===== src/rtl/fifo_pool_unpacker_if.sv =====
// Pool FIFO read port and reassembled-word stream, bundled for the unpacker.
// master: the unpacker side; slave: the FIFO/consumer side.
interface fifo_pool_unpacker_if;
    logic        fifo_rd_en;
    logic        fifo_rd_empty;
    logic [15:0] fifo_rd_data;
    logic        out_valid;
    logic        out_ready;
    logic [31:0] out_data;
    logic        out_last;

    modport master (
        output fifo_rd_en,
        input  fifo_rd_empty,
        input  fifo_rd_data,
        output out_valid,
        output out_data,
        output out_last,
        input  out_ready
    );

    modport slave (
        input  fifo_rd_en,
        output fifo_rd_empty,
        output fifo_rd_data,
        input  out_valid,
        input  out_data,
        input  out_last,
        output out_ready
    );
endinterface


===== src/rtl/fifo_pool_unpacker.sv =====
// Re-pairs 16-bit pool FIFO half-words into 32-bit words (first half low) and
// streams them through a 2-entry buffer with burst framing.
module fifo_pool_unpacker #(
    parameter int unsigned BURST_WORDS = 256,
    parameter int unsigned CNT_W       = 16
) (
    input  logic                 clk,
    input  logic                 rst_n,
    input  logic                 enable,
    input  logic                 flush,
    fifo_pool_unpacker_if.master bus,
    output logic                 half_pending,
    output logic [CNT_W-1:0]     total_cnt
);

    typedef enum logic {PhLow, PhHigh} phase_e;

    localparam logic [CNT_W-1:0] LastIdx = CNT_W'(BURST_WORDS - 1);

    phase_e             phase_q, phase_d;
    logic               rd_inflight_q;
    logic               cap_valid_q, cap_valid_d;
    logic [15:0]        cap_data_q, cap_data_d;
    logic [15:0]        low_q, low_d;
    logic [1:0]         occ_q, occ_d;
    logic [31:0]        head_data_q, head_data_d, tail_data_q, tail_data_d;
    logic               head_last_q, head_last_d, tail_last_q, tail_last_d;
    logic [CNT_W-1:0]   burst_cnt_q, burst_cnt_d;
    logic [CNT_W-1:0]   push_cnt_q, push_cnt_d;
    logic [CNT_W-1:0]   total_cnt_q, total_cnt_d;

    logic               rd_en;
    logic               pop, push, word_last, wr_tail, credit_ok;
    logic [31:0]        word;
    logic [2:0]         occ_nf, need;

    always_comb begin
        pop       = (occ_q != 2'd0) & bus.out_ready;
        push      = cap_valid_q & (phase_q == PhHigh);
        word      = {cap_data_q, low_q};
        word_last = (push_cnt_q == LastIdx);

        phase_d = phase_q;
        low_d   = low_q;
        if (cap_valid_q) begin
            unique case (phase_q)
                PhLow: begin
                    low_d   = cap_data_q;
                    phase_d = PhHigh;
                end
                PhHigh:  phase_d = PhLow;
                default: phase_d = PhLow;
            endcase
        end

        // Reserve a slot for every word the held/in-flight halves plus this read can complete.
        occ_nf    = {1'b0, occ_q} + {2'b0, push} - {2'b0, pop};
        need      = ({2'b0, phase_d == PhHigh} + {2'b0, rd_inflight_q} + 3'd1) >> 1;
        credit_ok = (occ_nf + need) <= 3'd2;
        rd_en     = rst_n & enable & ~bus.fifo_rd_empty & ~flush & credit_ok;

        cap_valid_d = rd_inflight_q & ~flush;
        cap_data_d  = rd_inflight_q ? bus.fifo_rd_data : cap_data_q;

        head_data_d = head_data_q;
        head_last_d = head_last_q;
        tail_data_d = tail_data_q;
        tail_last_d = tail_last_q;
        if (pop) begin
            head_data_d = tail_data_q;
            head_last_d = tail_last_q;
        end
        wr_tail = (occ_q == 2'd2) | ((occ_q == 2'd1) & ~pop);
        if (push) begin
            if (wr_tail) begin
                tail_data_d = word;
                tail_last_d = word_last;
            end else begin
                head_data_d = word;
                head_last_d = word_last;
            end
        end
        occ_d = occ_nf[1:0];

        burst_cnt_d = burst_cnt_q;
        if (pop) burst_cnt_d = head_last_q ? '0 : burst_cnt_q + 1'b1;
        push_cnt_d = push_cnt_q;
        if (push) push_cnt_d = word_last ? '0 : push_cnt_q + 1'b1;
        total_cnt_d = total_cnt_q + CNT_W'(pop);

        if (flush) begin
            phase_d     = PhLow;
            occ_d       = 2'd0;
            burst_cnt_d = '0;
            push_cnt_d  = '0;
            total_cnt_d = '0;
        end
    end

    always_ff @(posedge clk or negedge rst_n) begin
        if (!rst_n) begin
            phase_q       <= PhLow;
            rd_inflight_q <= 1'b0;
            cap_valid_q   <= 1'b0;
            cap_data_q    <= '0;
            low_q         <= '0;
            occ_q         <= 2'd0;
            head_data_q   <= '0;
            head_last_q   <= 1'b0;
            tail_data_q   <= '0;
            tail_last_q   <= 1'b0;
            burst_cnt_q   <= '0;
            push_cnt_q    <= '0;
            total_cnt_q   <= '0;
        end else begin
            phase_q       <= phase_d;
            rd_inflight_q <= rd_en;
            cap_valid_q   <= cap_valid_d;
            cap_data_q    <= cap_data_d;
            low_q         <= low_d;
            occ_q         <= occ_d;
            head_data_q   <= head_data_d;
            head_last_q   <= head_last_d;
            tail_data_q   <= tail_data_d;
            tail_last_q   <= tail_last_d;
            burst_cnt_q   <= burst_cnt_d;
            push_cnt_q    <= push_cnt_d;
            total_cnt_q   <= total_cnt_d;
        end
    end

    assign bus.fifo_rd_en = rd_en;
    assign bus.out_valid  = (occ_q != 2'd0);
    assign bus.out_data   = head_data_q;
    assign bus.out_last   = head_last_q & (occ_q != 2'd0);
    assign half_pending   = (phase_q == PhHigh);
    assign total_cnt      = total_cnt_q;

endmodule


===== src/flat_wrapper.sv =====
// flat-port wrapper written by rule: the top's interface ports become plain ports
module fifo_pool_unpacker_flat 
#(
    parameter int unsigned BURST_WORDS = 256,
    parameter int unsigned CNT_W       = 16
)
  (clk, rst_n, enable, flush, half_pending, total_cnt, bus_fifo_rd_en, bus_fifo_rd_empty, bus_fifo_rd_data, bus_out_valid, bus_out_data, bus_out_last, bus_out_ready);
  fifo_pool_unpacker_if bus_i ();
  input  logic clk;
  input  logic rst_n;
  input  logic enable;
  input  logic flush;
  output logic half_pending;
  output logic [CNT_W-1:0] total_cnt;
  output wire logic [$bits(bus_i.fifo_rd_en)-1:0] bus_fifo_rd_en;
  input wire logic [$bits(bus_i.fifo_rd_empty)-1:0] bus_fifo_rd_empty;
  input wire logic [$bits(bus_i.fifo_rd_data)-1:0] bus_fifo_rd_data;
  output wire logic [$bits(bus_i.out_valid)-1:0] bus_out_valid;
  output wire logic [$bits(bus_i.out_data)-1:0] bus_out_data;
  output wire logic [$bits(bus_i.out_last)-1:0] bus_out_last;
  input wire logic [$bits(bus_i.out_ready)-1:0] bus_out_ready;
  assign bus_fifo_rd_en = bus_i.fifo_rd_en;
  assign bus_i.fifo_rd_empty = bus_fifo_rd_empty;
  assign bus_i.fifo_rd_data = bus_fifo_rd_data;
  assign bus_out_valid = bus_i.out_valid;
  assign bus_out_data = bus_i.out_data;
  assign bus_out_last = bus_i.out_last;
  assign bus_i.out_ready = bus_out_ready;
  fifo_pool_unpacker #(.BURST_WORDS(BURST_WORDS), .CNT_W(CNT_W)) u_core (.clk(clk), .rst_n(rst_n), .enable(enable), .flush(flush), .bus(bus_i), .half_pending(half_pending), .total_cnt(total_cnt));
endmodule

===== config.mk =====
export PLATFORM = sky130hd
export DESIGN_NAME = fifo_pool_unpacker_flat
export DESIGN_NICKNAME = d
export VERILOG_FILES = /design/src/rtl/fifo_pool_unpacker_if.sv /design/src/rtl/fifo_pool_unpacker.sv /design/src/flat_wrapper.sv
export SDC_FILE = /design/constraint.sdc
export NUM_CORES = 1
export LEC_CHECK = 0
export ABC_AREA = 1
export CELL_PAD_IN_SITES_DETAIL_PLACEMENT = 0
export CELL_PAD_IN_SITES_GLOBAL_PLACEMENT = 1
export CORE_MARGIN = 5
export CORE_UTILIZATION = 42
export DETAILED_ROUTE_END_ITERATION = 7
export PLACE_DENSITY_LB_ADDON = 0.08
export SLEW_MARGIN = 20
export SYNTH_ARGS = -nofsm -noshare
export SYNTH_HDL_FRONTEND = slang
export SYNTH_SLANG_ARGS = --single-unit

===== constraint.sdc =====
create_clock -name clk -period 6.55 [get_ports clk]
set_clock_uncertainty 0.2 [all_clocks]
set_input_delay 1.6375 -clock clk [delete_from_list [all_inputs] [get_ports clk]]
set_output_delay 1.6375 -clock clk [all_outputs]
set_load 0.02 [all_outputs]

==> metrics.yaml <==
run_status: "finished clean"
wl_per_cell_um: 15.19
final_util: 0.5274
antenna_cells: 0
hold_buffers: 0
portBuffers: 73
drc: 0
synthCells: 711
yosysTopAreaCellShare: 0.5550
ys.warnings.count: 0
worst_setup_path_start_kind: "primary input"
cts_tree: "built"
start_util: 0.4236
power_per_cell_area_nw_per_um2: 324.9
critical_path_peak_fanout: 2
viasPerCell: 5.043
tns_ns: 0
fill_cells: 1368
arrival_ns: 4.44
cp.required_ns: 4.71
final_cells: 978
gp_congestion: 0.7865
io_pins: 74
rows: 44
path_class: "in -> out"
timing.final.max_slew_violations: 0
grt_pass1_vias: 4948
cts.path.max_buffers: 2
antenna_found_initial: 0
p_leak_nw: 3.520
fin_hold_ws_ns: 0.2821
syn_area_sq_um: 6087
synth.largest_area_cell: "dfrtp_1"
cts_buffers: 17
fmax_mhz: 159.3
synthesis.nets: 743
final_hold_viol_count: 0
hold_class: "reg -> reg"
clk_pin_slew_ns: 0.05
core_sq_um: 14370
die_w_um: 130.4
cp-end-kind: "output port"
dr.first_iter.drc_count: 357
synth.distinct_cells: 36
drtPass1Iterations: 4
ys_seq_elements: 135
nNetsFinal: 814
setup_viol: 0
vias: 4932
fin_crit_sh: 0.9587
grt.total_usage: 0.1886
seq_area_sq_um: 3378
grt.overflow.total: 0
die_h_um: 130.4
cts_root_buf: "clkbuf_16"
area.growth.synth_to_final_pct: 24.50
synth_area_leaders: "dfrtp_1 55%, nand2_1 13%, o21ai_0 4.7%"
multi_input_area_sq_um: 2233
relSlewSlack: 0.3723
drive_gt1_frac: 0.06423
dp.cells: 947
maxCapViolCount: 0
syn_area_per_cell_sq_um: 8.561
period_minus_slack_ns: 6.279
peakVddDrop_mv: 0.1815
grt_max_degree: 75
worst_pin_slew_ns: 0.9415
wirelength_um: 14860
die_area_sq_um: 17000
hpwlAfterDp_um: 9570
numClockSinks: 135
yosysSeqAreaShare: 0.5550
grt_pass1_wl_um: 25010
final_antenna_net_count: 0
clk-insertion-delay-late_ns: 0.41
htreeDepth: 4
rsz0062_at_grt: "false"
cells by family after synthesis:
| group | synth area share |
|---|---|
| compound gates | 0.1198 |
| xor+xnor | 0.008633 |
| mux | 0.001644 |
| fa+ha+maj | 0.02302 |
| simple gates | 0.2138 |
| buf+inv | 0.07811 |
| flops | 0.5550 |
worst max-delay path: stages:
cell and delay, ns:
clkdlybuf4s50_1 0.48, nand2_4 0.10, clkinv_1 0.07, nand2_1 0.07, o21ai_0 0.09, ha_1 0.22, fa_1 0.48, inv_1 0.07
fa_1 0.52, nor2_1 0.05, nor3_1 0.10, o21ai_0 0.10, a211oi_1 0.23, clkbuf_2 0.22
registers in the layout (all words and copies together) (netlist names):
name / cells
u_core.tail_data_q: 32
u_core.half_pending: 1
u_core.bus.out_data: 32
u_core.rd_inflight_q: 1
u_core.low_q: 16
u_core.occ_q: 2
u_core.head_last_q: 1
u_core.cap_data_q: 16
u_core.cap_valid_q: 1
u_core.total_cnt: 16
u_core.tail_last_q: 1
u_core.push_cnt_q: 16
worst paths after layout:
| kind | slack, ns | cells past startpoint | endpoint | start |
|---|---|---|---|---|
| max | 0.27 | 14 | bus_fifo_rd_en | bus_out_ready |
| min | 0.28 | 2 | u_core.tail_last_q | u_core.tail_last_q |
| max reg2reg | 3.56 | 14 | u_core.rd_inflight_q | u_core.occ_q[0] |
| min reg2reg | 0.28 | 2 | u_core.tail_last_q | u_core.tail_last_q |
| max in group asynchronous | 4.07 | 2 | u_core.push_cnt_q[10] | rst_n |
| min in group asynchronous | 0.87 | 1 | u_core.bus.out_data[22] | rst_n |
cells in the final DEF, fill, tap and decap left out, types with 3 or more instances in the layout:
cell,count
nand3_1,21
bufinv_16,5
ha_1,8
a31oi_1,32
a21oi_1,15
o21ai_0,57
dfrtp_1,135
nand4_1,8
nor3_1,5
clkbuf_8,3
inv_1,71
o21ai_1,20
clkbuf_16,17
xor2_1,4
nand2_1,207
buf_4,10
nor2_1,73
clkdlybuf4s50_1,71
cells in the mapped netlist, drive strengths merged:
| master | count |
|---|---|
| nand3 | 22 |
| nor2 | 75 |
| o21ai | 77 |
| inv | 72 |
| a21o | 1 |
| xor2 | 4 |
| ha | 8 |
| dfrtp | 135 |
| nor3b | 1 |
| o21bai | 2 |
| o22ai | 1 |
| nand2 | 211 |
| xnor2 | 2 |
| clkinv | 1 |
| a22oi | 1 |
| mux2i | 1 |
| a21oi | 15 |
| nor3 | 5 |
| nand4 | 8 |
| a31oi | 32 |
| o41ai | 1 |
| fa | 2 |
| clkbuf | 12 |
| buf | 19 |
| a211oi | 1 |
| o21a | 1 |
| a31o | 1 |
what timing repair did:
item                       4_1_cts  5_1_grt
setup buffers                    0        0
setup endpoints to repair        1        1
gates resized for setup          1        3
final cells by class:
| cell class | instances | area share |
|---|---|---|
| Multi-Input combinational cell | 472 | 0.2947 |
| Sequential cell | 135 | 0.4458 |
| Timing Repair Buffer | 83 | 0.1058 |
| Clock inverter | 10 | 0.02509 |
| Tap cell | 184 | 0.03038 |
| Inverter | 73 | 0.03616 |
| Clock buffer | 21 | 0.06208 |
stage by stage:
| stage | power [mW] | cell area, sq um | worst slack, ns |
|---|---|---|---|
| 2_1_floorplan | 1.224 | 6087 | 0.4394 |
| 3_3_place_gp | 1.413 | 6923 | -0.1219 |
| 3_5_place_dp | 1.421 | 6923 | -0.1867 |
| 4_1_cts | 2.493 | 7582 | 0.09817 |
| 5_1_grt | 2.584 | 7579 | 0.01769 |
| 6_report | 2.463 | 7579 | 0.2708 |
per-layer routing:
| layer | GRT usage | routed length, um | part of all wire | vias up |
|---|---|---|---|---|
| li1 | - | - | - | 2429 |
| met1 | 0.2503 | 6824 | 0.46 | 2411 |
| met2 | 0.3138 | 7347 | 0.49 | 84 |
| met3 | 0.04106 | 566 | 0.038 | 8 |
| met4 | 0.05445 | 119 | 0.0080 | 0 |
| met5 | 0 | 0 | 0 | - |
where the power goes:
| part | internal (mW) | total [mW] | switching, mW |
|---|---|---|---|
| logic | 0.161 | 0.356 | 0.195 |
| clock network | 0.707 | 1.06 | 0.355 |
| registers | 0.960 | 1.04 | 0.0843 |
Power figures use the tool's default switching activity.
